## src/rtl/sdram_req_arbiter.sv

```systemverilog
// sdram_req_arbiter
// Shares one SDRAM controller request port among NUM_REQ requesters.
// Round-robin grant, in-order read-return routing through a tag FIFO of
// requester ids, and periodic refresh sequencing (stop grants, drain
// outstanding reads, pulse refresh, hold off for the refresh latency).
//
// Handshake rule for both the requester side and the controller side:
// a transfer happens in the cycle where valid and ready are both high;
// valid may not depend on ready, and the source holds valid, address and
// data stable until that cycle. req_ready_out is only ever high in the
// cycle the transfer happens.
module sdram_req_arbiter #(
  parameter int NUM_REQ          = 4,
  parameter int PADDR_BITS       = 19,
  parameter int MAX_OUTSTANDING  = 8,
  parameter int REFRESH_INTERVAL = 7800,
  parameter int REFRESH_LATENCY  = 350
) (
  input  logic                          clk_in,
  input  logic                          rst_N_in,
  input  logic [NUM_REQ-1:0]            req_valid_in,
  input  logic [NUM_REQ*PADDR_BITS-1:0] req_addr_in,
  input  logic [NUM_REQ*64-1:0]         req_wdata_in,
  output logic [NUM_REQ-1:0]            req_ready_out,
  output logic [NUM_REQ-1:0]            rsp_valid_out,
  output logic [63:0]                   rsp_data_out,
  output logic                          ctrl_valid_out,
  output logic [PADDR_BITS-1:0]         ctrl_addr_out,
  output logic [63:0]                   ctrl_wdata_out,
  input  logic                          ctrl_ready_in,
  input  logic                          ctrl_rvalid_in,
  input  logic [63:0]                   ctrl_rdata_in,
  output logic                          refresh_out,
  output logic                          busy_refresh_out,
  output logic                          err_out,
  output logic [1:0]                    state_dbg_out
);

  localparam int IDX_W = (NUM_REQ > 1) ? $clog2(NUM_REQ) : 1;
  localparam int PTR_W = (MAX_OUTSTANDING > 1) ? $clog2(MAX_OUTSTANDING) : 1;
  localparam int CNT_W = $clog2(REFRESH_INTERVAL + 1);
  localparam int LAT_W = $clog2(REFRESH_LATENCY + 1);

  localparam logic [IDX_W:0]   NUM_REQ_V = (IDX_W + 1)'(NUM_REQ);
  localparam logic [IDX_W-1:0] LAST_REQ  = IDX_W'(NUM_REQ - 1);
  localparam logic [PTR_W:0]   DEPTH_V   = (PTR_W + 1)'(MAX_OUTSTANDING);
  localparam logic [CNT_W-1:0] REF_LAST  = CNT_W'(REFRESH_INTERVAL - 1);
  localparam logic [LAT_W-1:0] LAT_LAST  = LAT_W'(REFRESH_LATENCY - 1);

  localparam logic [1:0] ST_ARB     = 2'd0;
  localparam logic [1:0] ST_DRAIN   = 2'd1;
  localparam logic [1:0] ST_REFRESH = 2'd2;

  logic [1:0]         state_q,     state_d;
  logic [IDX_W-1:0]   rr_q,        rr_d;
  logic [PTR_W-1:0]   wr_ptr_q,    wr_ptr_d;
  logic [PTR_W-1:0]   rd_ptr_q,    rd_ptr_d;
  logic [PTR_W:0]     count_q,     count_d;
  logic [CNT_W-1:0]   ref_cnt_q,   ref_cnt_d;
  logic [LAT_W-1:0]   lat_cnt_q,   lat_cnt_d;
  logic [NUM_REQ-1:0] rsp_valid_q, rsp_valid_d;
  logic [63:0]        rsp_data_q,  rsp_data_d;
  logic               err_q,       err_d;

  // Tag FIFO storage: requester id of every read in flight, oldest first.
  logic [IDX_W-1:0]   tag_mem_q [MAX_OUTSTANDING];

  logic               tag_full;
  logic               tag_empty;
  logic [NUM_REQ-1:0] eligible;
  logic               grant_found;
  logic [IDX_W-1:0]   winner;
  logic [IDX_W:0]     cand;
  logic               grant_valid;
  logic               handshake;
  logic               push;
  logic               pop;
  logic               rvalid_orphan;
  logic               ref_wrap;
  logic [IDX_W-1:0]   head_id;

  assign tag_full      = (count_q == DEPTH_V);
  assign tag_empty     = (count_q == '0);
  assign head_id       = tag_mem_q[rd_ptr_q];
  assign pop           = ctrl_rvalid_in && !tag_empty;
  assign rvalid_orphan = ctrl_rvalid_in && tag_empty;
  assign ref_wrap      = (ref_cnt_q == REF_LAST);

  // A read cannot compete while every tag is in use; writes still can.
  always_comb begin
    eligible = '0;
    for (int i = 0; i < NUM_REQ; i++) begin
      eligible[i] = req_valid_in[i] &&
                    !(tag_full && !req_addr_in[i*PADDR_BITS + PADDR_BITS - 1]);
    end
  end

  // Round-robin search: first eligible requester at or above rr_q, with wrap.
  always_comb begin
    grant_found = 1'b0;
    winner      = '0;
    cand        = '0;
    for (int k = 0; k < NUM_REQ; k++) begin
      cand = {1'b0, rr_q} + (IDX_W + 1)'(k);
      if (cand >= NUM_REQ_V) begin
        cand = cand - NUM_REQ_V;
      end
      if (!grant_found && eligible[cand[IDX_W-1:0]]) begin
        grant_found = 1'b1;
        winner      = cand[IDX_W-1:0];
      end
    end
  end

  // Controller-side mux; everything is forced quiet during reset.
  always_comb begin
    grant_valid    = rst_N_in && (state_q == ST_ARB) && grant_found;
    ctrl_valid_out = grant_valid;
    ctrl_addr_out  = '0;
    ctrl_wdata_out = '0;
    req_ready_out  = '0;
    if (grant_valid) begin
      ctrl_addr_out  = req_addr_in[int'(winner)*PADDR_BITS +: PADDR_BITS];
      ctrl_wdata_out = req_wdata_in[int'(winner)*64 +: 64];
      if (ctrl_ready_in) begin
        req_ready_out[winner] = 1'b1;
      end
    end
  end

  assign handshake = grant_valid && ctrl_ready_in;
  assign push      = handshake && !ctrl_addr_out[PADDR_BITS-1];

  // Next-state for the rr pointer, tag FIFO pointers/occupancy and responses.
  always_comb begin
    rr_d = rr_q;
    if (handshake) begin
      rr_d = (winner == LAST_REQ) ? '0 : winner + 1'b1;
    end
    wr_ptr_d = push ? wr_ptr_q + 1'b1 : wr_ptr_q;
    rd_ptr_d = pop  ? rd_ptr_q + 1'b1 : rd_ptr_q;
    count_d  = count_q;
    if (push && !pop) begin
      count_d = count_q + 1'b1;
    end else if (!push && pop) begin
      count_d = count_q - 1'b1;
    end
    rsp_valid_d = '0;
    rsp_data_d  = rsp_data_q;
    if (pop) begin
      rsp_valid_d[head_id] = 1'b1;
      rsp_data_d           = ctrl_rdata_in;
    end
  end

  // Refresh sequencing FSM, free-running interval counter and sticky error.
  always_comb begin
    ref_cnt_d = ref_wrap ? '0 : ref_cnt_q + 1'b1;
    state_d   = state_q;
    lat_cnt_d = lat_cnt_q;
    case (state_q)
      ST_ARB: begin
        if (ref_wrap) begin
          state_d = ST_DRAIN;
        end
      end
      ST_DRAIN: begin
        if (tag_empty) begin
          state_d   = ST_REFRESH;
          lat_cnt_d = '0;
        end
      end
      ST_REFRESH: begin
        if (lat_cnt_q == LAT_LAST) begin
          state_d = ST_ARB;
        end else begin
          lat_cnt_d = lat_cnt_q + 1'b1;
        end
      end
      default: begin
        state_d = ST_ARB;
      end
    endcase
    // An interval ending while a refresh is still in progress is an overrun;
    // it is flagged but does not queue another refresh.
    err_d = err_q || rvalid_orphan || (ref_wrap && (state_q != ST_ARB));
  end

  // State registers with synchronous active-low reset.
  always_ff @(posedge clk_in) begin
    if (!rst_N_in) begin
      state_q     <= ST_ARB;
      rr_q        <= '0;
      wr_ptr_q    <= '0;
      rd_ptr_q    <= '0;
      count_q     <= '0;
      ref_cnt_q   <= '0;
      lat_cnt_q   <= '0;
      rsp_valid_q <= '0;
      rsp_data_q  <= '0;
      err_q       <= 1'b0;
    end else begin
      state_q     <= state_d;
      rr_q        <= rr_d;
      wr_ptr_q    <= wr_ptr_d;
      rd_ptr_q    <= rd_ptr_d;
      count_q     <= count_d;
      ref_cnt_q   <= ref_cnt_d;
      lat_cnt_q   <= lat_cnt_d;
      rsp_valid_q <= rsp_valid_d;
      rsp_data_q  <= rsp_data_d;
      err_q       <= err_d;
    end
  end

  // Tag storage needs no reset: occupancy and pointers decide what is valid.
  always_ff @(posedge clk_in) begin
    if (push) begin
      tag_mem_q[wr_ptr_q] <= winner;
    end
  end

  assign rsp_valid_out    = rsp_valid_q;
  assign rsp_data_out     = rsp_data_q;
  assign err_out          = err_q;
  assign refresh_out      = (state_q == ST_REFRESH) && (lat_cnt_q == '0);
  assign busy_refresh_out = (state_q == ST_DRAIN) || (state_q == ST_REFRESH);
  assign state_dbg_out    = state_q;

endmodule

```

## config.mk

```make
export PLATFORM = sky130hd
export DESIGN_NAME = sdram_req_arbiter
export DESIGN_NICKNAME = d
export VERILOG_FILES = /design/src/rtl/sdram_req_arbiter.sv
export SDC_FILE = /design/constraint.sdc
export NUM_CORES = 1
export LEC_CHECK = 0
export ABC_CLOCK_PERIOD_IN_PS = 3840
export CAP_MARGIN = 5
export CORE_AREA = 2 2 217 219
export CTS_CLUSTER_DIAMETER = 150
export DETAILED_ROUTE_END_ITERATION = 10
export DIE_AREA = 0 0 219 221
export DONT_BUFFER_PORTS = 1
export PLACE_DENSITY = 0.39
export SLEW_MARGIN = 0
export SYNTH_ARGS = -nofsm -noshare
export SYNTH_HDL_FRONTEND = slang
export SYNTH_SLANG_ARGS = --single-unit
```

## constraint.sdc

```tcl
create_clock -name clk_in -period 3.84 [get_ports clk_in]
set_input_delay 0.384 -clock clk_in [delete_from_list [all_inputs] [get_ports clk_in]]
set_output_delay 0.384 -clock clk_in [all_outputs]
set_load 0.01 [all_outputs]
```

==> results of run 1 <==
[cell usage in the layout, fill, tap and decap left out, drive strengths merged, types with 3 or more instances in the layout]
cell and n:
o21ai 14, bufbuf 4, clkbuf 19, nand2 153, mux4 4, and3 3
xor2 13, and2 95, a21oi 6, xnor2 7, nor2 27, a21boi 67
nor4b 4, inv 17, diode 12, nor3 8, nand4 8, dfxtp 108
ha 18, clkinv 8, or3 4, a211oi 166, and4 3, nand3 10
edfxtp 16, nor2b 5, mux2i 90, buf 116
[logic make-up after synthesis]
group	after synthesis	synth area share, %
XOR/XNOR	20	2.15
AND/OR/NAND/NOR	332	20.4
buffers and inverters	98	5.58
flip-flops	124	32.4
multiplexers	94	12.1
adder cells (fa/ha/maj)	19	3.01
AO/OA/AOI/OAI	265	24.3
[worst max-delay path by stage]
stage	start	end	slack, ns	cells after the start
after CTS	count_q[0]$_SDFFE_PN0P_	ctrl_wdata_out[47]	0.02	9
after floorplan	count_q[0]$_SDFFE_PN0P_	count_q[3]$_SDFFE_PN0P_	0.06	18
final	count_q[0]$_SDFFE_PN0P_	ctrl_wdata_out[46]	0.08	9
after detailed placement	count_q[0]$_SDFFE_PN0P_	count_q[3]$_SDFFE_PN0P_	0.03	15
after global routing	count_q[0]$_SDFFE_PN0P_	count_q[3]$_SDFFE_PN0P_	-0.13	17
after global placement	count_q[0]$_SDFFE_PN0P_	count_q[3]$_SDFFE_PN0P_	0.008	15
[worst max-delay path: stages, from the launching register on]
cell and delay (ns):
dfxtp_1 0.31, or4b_4 0.58, o21ai_2 0.22, nand2_1 0.12
a311oi_4 0.26, buf_4 0.19, buf_12 0.33, mux2i_1 0.58
a211oi_1 0.17, buf_4 0.18
[through the flow]
stage	instances	power, mW	area (µm²)	utilization, %
after global routing	1634	7.17	10300	22.4
after global placement	1589	4.97	9490	20.6
after floorplan	952	3.78	8170	-
final	1639	6.70	10300	22.5
after CTS	1627	6.79	10200	22.2
after detailed placement	1589	5.00	9490	20.6
[where the power goes]
part / leakage (nW) / total, mW / switching, mW / internal [mW]
Combinational: 2.25 / 3.36 / 1.97 / 1.39
Clock: 0.283 / 1.54 / 0.608 / 0.932
Sequential: 1.03 / 1.80 / 0.254 / 1.55
[cell type report]
type	instances	area share (%)
Antenna cell	12	0.290
Clock buffer	19	4.39
Clock inverter	13	1.13
Inverter	14	0.557
Multi-Input combinational cell	730	50.1
Sequential cell	124	25.6
Tap cell	607	7.34
Timing Repair Buffer	120	10.6
[per-layer routing]
layer	track usage (%)	routed length, µm
met3	7.63	4680
met5	0	116
met4	5.17	1160
met2	25.3	18400
met1	18.4	16000
[cells in the mapped netlist (all sizes together), types with 10 or more instances]
cell type / n / area share (%)
nand2: 153 / 7.0
clkbuf: 50 / 2.3
dfxtp: 108 / 26
o21ai: 14 / 0.95
nor2: 27 / 1.2
a21boi: 67 / 6.2
ha: 18 / 2.8
xor2: 13 / 1.4
nand3: 10 / 0.61
buf: 34 / 2.6
edfxtp: 16 / 5.9
and2: 95 / 7.3
inv: 14 / 0.64
mux2i: 90 / 11
a211oi: 166 / 15
[flip-flops by register name (all words and copies together), names as in the netlist, named ones only]
signal and count:
count_q 4, err_out 1, lat_cnt_q 9, rd_ptr_q 3, ref_cnt_q 13, rr_q 2, rsp_data_out 64, rsp_valid_out 4
state_dbg_out 2, tag_mem_q 16, wr_ptr_q 3
[repair_timing]
action,CTS,global route
endpoints found under the setup margin,57,13
hold buffers,0,0
resized for setup,6,15
gates cloned,4,0
pin swaps,1,1
buffers inserted,2,0
==> flow_metrics.py, run 1 <==
metrics = {
    "run_status": {
        "outcome": "finished clean",
    },
    "cts": {
        "clkSinkCount": 124,
        "cts_buffers": 17,
        "cts_tree": "done",
        "cts.clk_slew.worst_paths_ns": 0.06,
        "cts-root-buf": "clkbuf_16",
        "clk_path_buf_depth": 2,
        "clock_latency_ns": 0.41,
        "htree_levels": 4,
    },
    "layout": {
        "regArea_um2": 2640,
        "final.fill_count": 5095,
        "drive_gt1_share_pct": 18.4,
        "fin_nets": 1430,
        "area_delta_synth_final_pct": 26.7,
        "multiInputGateArea_um2": 5180,
    },
    "sta": {
        "rsz0062_at_grt": "yes",
        "post-route-period-util_pct": 97.9,
        "slew_headroom_pct": 50.4,
        "slew_violations": 0,
        "whs_ns": 0.107,
        "clock_skew_ns": 0.00799,
        "setup_ws_ns": 0.0808,
        "fmax_mhz": 266,
        "setup_viol": 0,
        "worst-slew-pin-transition_ns": 0.744,
        "hold_violations": 0,
        "tns_ns": 0,
        "period_minus_slack_ns": 3.76,
    },
    "setup_path": {
        "critPathKind": "flop to output pin",
        "endpoint_kind": "output pin",
        "cp-start-kind": "flop",
        "ff2ff_setup_slack_ns": 0.15,
        "cp.required_ns": 3.46,
        "critPathMaxFanout": 56,
        "regToRegEndpoint": "count_q[3]$_SDFFE_PN0P_",
        "r2r_cells": 17,
        "timing.rr.start": "count_q[0]$_SDFFE_PN0P_",
        "cp_data_arrival_time_ns": 3.38,
    },
    "drt": {
        "via_per_inst": 4.70,
        "drt_iter0_markers": 410,
        "first_pass_iters": 5,
        "drtAntennaViolNets": 0,
        "vias": 7709,
        "wire_per_inst_um": 24.6,
        "route.detailed.drc": 0,
        "drt-total-wl_um": 40300,
    },
    "hold_path": {
        "hp-class": "input port to flop",
        "hp-start": "rst_N_in",
        "min_path_cells": 1,
        "min_to": "rd_ptr_q[0]$_SDFFE_PN0P_",
    },
    "run": {
        "drv_cap": 0,
    },
    "die": {
        "ios": 565,
        "start_util_pct": 17.7,
        "core_um2": 46100,
        "row_count": 79,
        "die_area_um2": 48400,
        "die_h_um": 221,
        "die_x_um": 219,
    },
    "pwr": {
        "p_leak_nw": 3.56,
        "powerDensity_nw_per_um2": 648,
        "peakVddDrop_v": 0.000386,
    },
    "place": {
        "pre_cts_slack_ns": 0.0308,
        "io_buffers": 0,
        "dp_hpwl_um": 30800,
        "globalplace.congestion": 0.957,
    },
    "grt": {
        "antenna_found_initial": 24,
        "grt_pass1_vias": 7581,
        "grt_max_degree": 92,
        "gr-total-overflow": 0,
        "grt_util_all_layers_pct": 15.8,
        "grt_pass1_wl_um": 55100,
    },
    "synth": {
        "ys_ff_latch": 124,
        "synth-edff-count": 16,
        "async_flop_share_pct": 0,
        "synthesis.area_um2": 8160,
        "yosysSeqAreaShare_pct": 32.4,
        "avgSynthCellArea_um2": 8.57,
        "syn_inst": 952,
        "synth.distinct_cells": 54,
        "ys.flop_type": "dfxtp_1",
        "yosysWarnings": 0,
        "syn_nets": 1375,
    },
}
No activity file was read; power rests on OpenSTA's default activity.
==> run 2, diff against run 1 <==
--- a/config.mk
+++ b/config.mk
@@ -5,14 +5,15 @@
 export SDC_FILE = /design/constraint.sdc
 export NUM_CORES = 1
 export LEC_CHECK = 0
+export ABC_AREA = 1
 export ABC_CLOCK_PERIOD_IN_PS = 3840
 export CAP_MARGIN = 5
-export CORE_AREA = 2 2 217 219
+export CORE_AREA = 2 2 223 225
 export CTS_CLUSTER_DIAMETER = 150
 export DETAILED_ROUTE_END_ITERATION = 10
-export DIE_AREA = 0 0 219 221
+export DIE_AREA = 0 0 225 227
 export DONT_BUFFER_PORTS = 1
-export PLACE_DENSITY = 0.39
+export PLACE_DENSITY = 0.38
 export SLEW_MARGIN = 0
 export SYNTH_ARGS = -nofsm -noshare
 export SYNTH_HDL_FRONTEND = slang
==> flow_metrics.py, run 2 <==
metrics = {
    "run_status": {
        "outcome": "finished clean",
    },
    "layout": {
        "largest_reg_flops": 64,
        "area_delta_synth_final_pct": 20.9,
        "final_cell_mix": "466 x nand2_1, 182 x nor2_1, 115 x nand3_1",
        "fin_nets": 1723,
        "final_cells": 1937,
        "drive_gt1_share_pct": 10.2,
        "layout_commonest_cell": "nand2_1",
    },
    "drt": {
        "wire_per_inst_um": 21.9,
        "drt_iter0_markers": 692,
        "vias": 9193,
        "via_per_inst": 4.75,
        "first_pass_iters": 5,
        "drt-total-wl_um": 42400,
        "drtAntennaViolNets": 0,
        "route.detailed.drc": 0,
    },
    "pwr": {
        "p_comb_share_pct": 60.0,
        "swShare_pct": 51.9,
        "powerDensity_nw_per_um2": 923,
        "p_leak_nw": 4.07,
        "seqPwrFrac_pct": 21.6,
        "peakVddDrop_v": 0.000421,
        "p_total_mw": 9.03,
        "p_clk_share_pct": 18.4,
        "power.internal_mw": 4.34,
        "power.net_switching_mw": 4.69,
    },
    "synth": {
        "synth.distinct_cells": 37,
        "synthesis.area_um2": 8100,
        "synth-edff-count": 16,
        "ys_ff_latch": 124,
        "yosys-top-cells-count": "469 x nand2_1, 183 x nor2_1, 117 x nand3_1",
        "syn_nets": 1730,
        "avgSynthCellArea_um2": 6.19,
        "ys.flop_type": "dfxtp_1",
        "synth_top_cell_by_area": "dfxtp_1",
        "synthDominantCellAreaShare_pct": 26.7,
        "yosysMostFrequentCell": "nand2_1",
        "syn_inst": 1307,
        "async_flop_share_pct": 0,
        "yosysSeqAreaShare_pct": 32.6,
        "yosys-top-cells-area": "dfxtp_1 27%, nand2_1 22%, nor2_1 8.5%",
        "yosysWarnings": 0,
    },
    "grt": {
        "grt_pass1_wl_um": 55100,
        "gr-total-overflow": 0,
        "grt_pass1_vias": 8320,
        "grt_max_degree": 99,
        "antenna_found_initial": 13,
        "grt_util_all_layers_pct": 14.7,
    },
    "sta": {
        "hold_violations": 0,
        "post-route-period-util_pct": 93.9,
        "slew_violations": 0,
        "clock_skew_ns": 0.0155,
        "whs_ns": 0.0979,
        "setup_viol": 0,
        "slew_headroom_pct": 50.5,
        "fmax_mhz": 277,
        "period_minus_slack_ns": 3.60,
        "worst-slew-pin-transition_ns": 0.743,
    },
    "setup_path": {
        "critPathKind": "flop to output pin",
        "cp.required_ns": 3.46,
        "timing.rr.start": "count_q[1]$_SDFFE_PN0P_",
        "cp_data_arrival_time_ns": 3.22,
        "crit_start": "count_q[1]$_SDFFE_PN0P_",
        "endpoint_kind": "output pin",
        "cp-start-kind": "flop",
        "critPathMaxFanout": 49,
        "ff2ff_setup_slack_ns": 0.39,
    },
    "die": {
        "die_h_um": 227,
        "ios": 565,
        "start_util_pct": 16.7,
        "row_count": 81,
        "die_area_um2": 51100,
        "die_x_um": 225,
        "core_um2": 48500,
    },
    "cts": {
        "cts-root-buf": "clkbuf_16",
        "cts_buffers": 17,
        "post_cts_buffers": 0,
        "htree_levels": 4,
        "cts.clk_slew.worst_paths_ns": 0.06,
        "cts_tree": "done",
        "ctsHoldBuffers": 0,
        "clock_latency_ns": 0.42,
        "clkSinkCount": 124,
        "clk_path_buf_depth": 2,
    },
    "hold_path": {
        "hp-class": "input port to flop",
        "hp-start": "rst_N_in",
    },
    "place": {
        "dpl.cell_count": 1900,
        "io_buffers": 0,
        "globalplace.congestion": 0.848,
        "dp_hpwl_um": 31900,
    },
    "run": {
        "drv_cap": 0,
    },
}
==> run 2: cell types whose count changed in the layout (fill, tap and decap cells not counted), sizes merged, moves of 72 or more <==
cell,delta
nand3,+110
a211oi,-163
a31oi,+82
nand2,+319
nor2,+163
and2,-94
o21ai,+72
mux2i,-90
==> run 2: cell families (layout without fill, tap and decap cells) <==
| logic type | Yosys count | after routing | synth area share [%] |
|---|---|---|---|
| other | 0 | 3 | 0 |
| xor gates and xnor gates | 7 | 7 | 0.850 |
| DFF | 124 | 124 | 32.6 |
| adders and majority gates | 19 | 19 | 3.03 |
| AOI/OAI and AO/OA | 200 | 200 | 13.9 |
| buffers and inverters | 142 | 147 | 8.33 |
| and+or+nand+nor | 815 | 815 | 41.2 |
==> run 2: per-stage QoR <==
stage	utilization, %	TNS, ns	cell area [µm²]	setup WS [ns]
floorplan	-	0	8100	0.780
global placement	18.4	0	8940	0.350
detailed placement	18.4	0	8940	0.324
CTS	19.7	0	9560	0.00254
global route	20.2	-0.00109	9790	-0.00109
finish	20.2	0	9790	0.236
==> run 2: layer usage <==
layer / track usage (%) / part of all wire (%)
met5: 0 / 0.29
met4: 3.80 / 2.3
met3: 7.32 / 12
met2: 23.7 / 46
met1: 17.2 / 39
==> run 2: what timing repair did <==
action                                 CTS  global route
endpoints found under the hold margin    0             0
setup endpoints to repair               16            83
resized for setup                        3            28
cloned                                   0             3
pin swaps                                0             1
==> run 2: power groups by stage <==
stage / combinational, mW / sequential, mW / clock (mW)
global placement: 4.89 / 1.99 / 0
floorplan: 3.47 / 1.89 / 0
CTS: 4.94 / 1.96 / 1.72
detailed placement: 4.90 / 1.98 / 0
global route: 5.91 / 1.99 / 1.78
finish: 5.42 / 1.95 / 1.66
==> run 2: worst paths after layout <==
path	to	depth (start not counted)
setup / recovery	ctrl_addr_out[11]	18
hold / removal	rsp_data_out[16]$_SDFFE_PN0P_	2
setup reg to reg	count_q[3]$_SDFFE_PN0P_	25
hold reg to reg	ref_cnt_q[0]$_SDFF_PP0_	1
==> run 2: critical path, stage by stage (launching register included) <==
cell	delay [ns]
dfxtp_1	0.37
nor2_4	0.18
nand3b_1	0.12
nand3_1	0.15
nand2_1	0.12
nand2_1	0.08
nand2_1	0.05
nand2_1	0.11
nand2_1	0.10
nand3_2	0.14
nand2_8	0.09
buf_16	0.22
inv_8	0.16
buf_16	0.21
nand2_1	0.07
nand3_1	0.07
nand2_1	0.07
a31oi_2	0.28
buf_4	0.18
==> run 2: area by class of cell <==
type	instances	area [µm²]
clock buffers	18	439
fillers	5502	38800
repair buffers	63	643
multi-input cells	1041	4910
well taps	622	778
inverters	53	208
diodes	3	7.51
flip-flops and latches	124	2640
clock inverters	13	164
==> run 3, diff against run 2 <==
--- a/config.mk
+++ b/config.mk
@@ -8,12 +8,15 @@
 export ABC_AREA = 1
 export ABC_CLOCK_PERIOD_IN_PS = 3840
 export CAP_MARGIN = 5
-export CORE_AREA = 2 2 223 225
+export CELL_PAD_IN_SITES_DETAIL_PLACEMENT = 0
+export CELL_PAD_IN_SITES_GLOBAL_PLACEMENT = 1
+export CORE_AREA = 2 2 218 220
+export CTS_BUF_LIST = sky130_fd_sc_hd__clkbuf_8
 export CTS_CLUSTER_DIAMETER = 150
 export DETAILED_ROUTE_END_ITERATION = 10
-export DIE_AREA = 0 0 225 227
+export DIE_AREA = 0 0 220 222
 export DONT_BUFFER_PORTS = 1
-export PLACE_DENSITY = 0.38
+export PLACE_DENSITY = 0.5
 export SLEW_MARGIN = 0
 export SYNTH_ARGS = -nofsm -noshare
 export SYNTH_HDL_FRONTEND = slang
==> flow_metrics.py, run 3 (synthesized netlist as in run 2, its figures left out) <==
metrics = {
    "sta": {
        "fmax_mhz": 281,
        "whs_ns": 0.0791,
        "tns_ns": 0,
        "worst-slew-pin-transition_ns": 0.916,
        "clock_skew_ns": 0.0141,
        "hold_violations": 0,
        "post-route-period-util_pct": 92.5,
        "period_minus_slack_ns": 3.55,
        "slew_headroom_pct": 38.9,
        "slew_violations": 0,
        "setup_viol": 0,
    },
    "setup_path": {
        "cp_top_family": "simple AND/OR/NAND/NOR gates",
        "path_buf_inv": 3,
        "cp.required_ns": 3.46,
        "cp-start-kind": "flop",
        "cpMostUsedCell": "nand2_1",
        "cp_slowest_cell": "a31oi_1",
        "cp_data_arrival_time_ns": 3.17,
        "ff2ff_setup_slack_ns": 0.35,
        "endpoint_kind": "output pin",
        "slowest_delay_ns": 0.44,
        "critPathKind": "flop to output pin",
        "critPathMaxFanout": 55,
        "crit_chain": "nor2_4 -> nand3_1 -> nand3_1 -> nand2_1 -> nand2_1 -> nand2_1 -> nand2_1 -> nand2_1 -> nand3_2 -> nand2_8 -> buf_16 -> clkinv_8 -> buf_12 -> nand2_1 -> nand3_1 -> nand2_1 -> a31oi_1",
    },
    "pwr": {
        "power.net_switching_mw": 4.45,
        "seqPwrFrac_pct": 23.1,
        "p_total_mw": 8.43,
        "p_clk_share_pct": 15.8,
        "p_leak_nw": 3.94,
        "p_comb_share_pct": 61.1,
        "power.internal_mw": 3.98,
        "swShare_pct": 52.8,
        "peakVddDrop_v": 0.000256,
        "powerDensity_nw_per_um2": 886,
    },
    "grt": {
        "grt_max_degree": 93,
        "gr-total-overflow": 0,
        "grt_pass1_vias": 8328,
        "antenna_found_initial": 15,
        "grt_pass1_wl_um": 54300,
        "grt_util_all_layers_pct": 15.1,
    },
    "cts": {
        "cts_buffers": 17,
        "clk_path_buf_depth": 2,
        "htree_levels": 4,
        "cts.clk_slew.worst_paths_ns": 0.08,
        "cts_tree": "done",
        "cts-root-buf": "clkbuf_8",
        "clkSinkCount": 124,
        "ctsHoldBuffers": 0,
        "clock_latency_ns": 0.43,
    },
    "die": {
        "row_count": 79,
        "die_x_um": 220,
        "die_area_um2": 48800,
        "ios": 565,
        "start_util_pct": 17.5,
        "die_h_um": 222,
        "core_um2": 46300,
    },
    "drt": {
        "route.detailed.drc": 0,
        "drt-total-wl_um": 41100,
        "vias": 8966,
        "drtAntennaViolNets": 0,
        "wire_per_inst_um": 21.4,
        "first_pass_iters": 5,
        "via_per_inst": 4.67,
        "drt_iter0_markers": 704,
    },
    "run_status": {
        "outcome": "finished clean",
    },
    "layout": {
        "drive_gt1_share_pct": 9.42,
        "finalInstanceArea_um2": 9510,
        "fin_nets": 1716,
        "area_delta_synth_final_pct": 17.4,
        "final_cells": 1919,
        "largest_reg_flops": 64,
        "layout_commonest_cell": "nand2_1",
        "final_cell_mix": "467 x nand2_1, 181 x nor2_1, 114 x nand3_1",
    },
    "place": {
        "dpl.cell_count": 1876,
        "dp_hpwl_um": 31900,
        "globalplace.congestion": 0.984,
        "placed_cell_area_um2": 8860,
        "io_buffers": 0,
    },
    "hold_path": {
        "hp-class": "input port to flop",
    },
    "run": {
        "drv_cap": 0,
    },
}
-- run 3: cell count changes in the layout (fill, tap and decap cells not counted), moves of 2 or more --
cell,previous run,this run
clkbuf_16,20,3
clkbuf_8,1,18
buf_4,52,45
a31oi_1,72,78
a31oi_2,8,4
diode_2,3,6
inv_6,3,6
a31oi_4,2,0
buf_6,0,2
-- run 3: repair_timing --
action,in CTS,in global routing
endpoints found under the setup margin,33,73
gates cloned,0,3
pin swaps,0,3
resized for setup,7,13
setup buffers,0,2
-- run 3: final timing paths --
kind,depth (start not counted),to,from
max,17,ctrl_wdata_out[19],count_q[1]$_SDFFE_PN0P_
min,2,rsp_data_out[37]$_SDFFE_PN0P_,ctrl_rdata_in[37]
max reg2reg,23,count_q[3]$_SDFFE_PN0P_,count_q[1]$_SDFFE_PN0P_
min reg2reg,1,ref_cnt_q[0]$_SDFF_PP0_,ref_cnt_q[0]$_SDFF_PP0_
-- run 3: final cells by class --
| class | instances | area (µm²) |
|---|---|---|
| clock buffers | 18 | 248 |
| inverters | 53 | 214 |
| multi-input cells | 1041 | 4860 |
| flip-flops and latches | 124 | 2640 |
| clock inverters | 14 | 205 |
| repair buffers | 56 | 566 |
| diodes | 6 | 15.0 |
| fillers | 5342 | 36800 |
| well taps | 607 | 759 |
-- run 3: through the flow --
step	util, %	worst slack, ns
final	20.6	0.287
after global routing	20.5	-0.0194
after CTS	20.2	-0.0350
after detailed placement	19.1	0.286
after global placement	19.1	0.227
after floorplan	-	0.780
-- run 3: worst reg2reg max path, stage by stage (launching register included) --
cell      delay, ns
dfxtp_1        0.37
nor2_4         0.19
nand3_1        0.12
nand3_1        0.12
nand2_2        0.09
nor2_4         0.15
nand2_1        0.12
nand2_1        0.12
nand3_2        0.14
nand3_1        0.10
nand3_1        0.10
nand2_2        0.14
nand3_2        0.09
inv_1          0.11
ha_1           0.20
inv_1          0.10
ha_1           0.34
and3_1         0.19
a211oi_2       0.17
nor2_1         0.06
nor2_1         0.09
nand2_1        0.07
o21ai_0        0.14
a21oi_1        0.05
-- run 3: layer usage --
metal / GRT usage (%) / vias up / share of wire [%]
met5: 0 / - / 0.13
met4: 4.65 / 8 / 2.1
met3: 5.68 / 46 / 11
met2: 24.8 / 499 / 47
met1: 18.3 / 4151 / 41
li1: - / 4262 / -
-- run 3: power groups by stage --
stage / clock, mW / sequential (mW) / combinational (mW)
floorplan: 0 / 1.89 / 3.47
global placement: 0 / 1.98 / 4.85
detailed placement: 0 / 1.97 / 4.85
CTS: 1.38 / 1.95 / 4.89
global route: 1.44 / 1.98 / 5.73
finish: 1.33 / 1.95 / 5.15
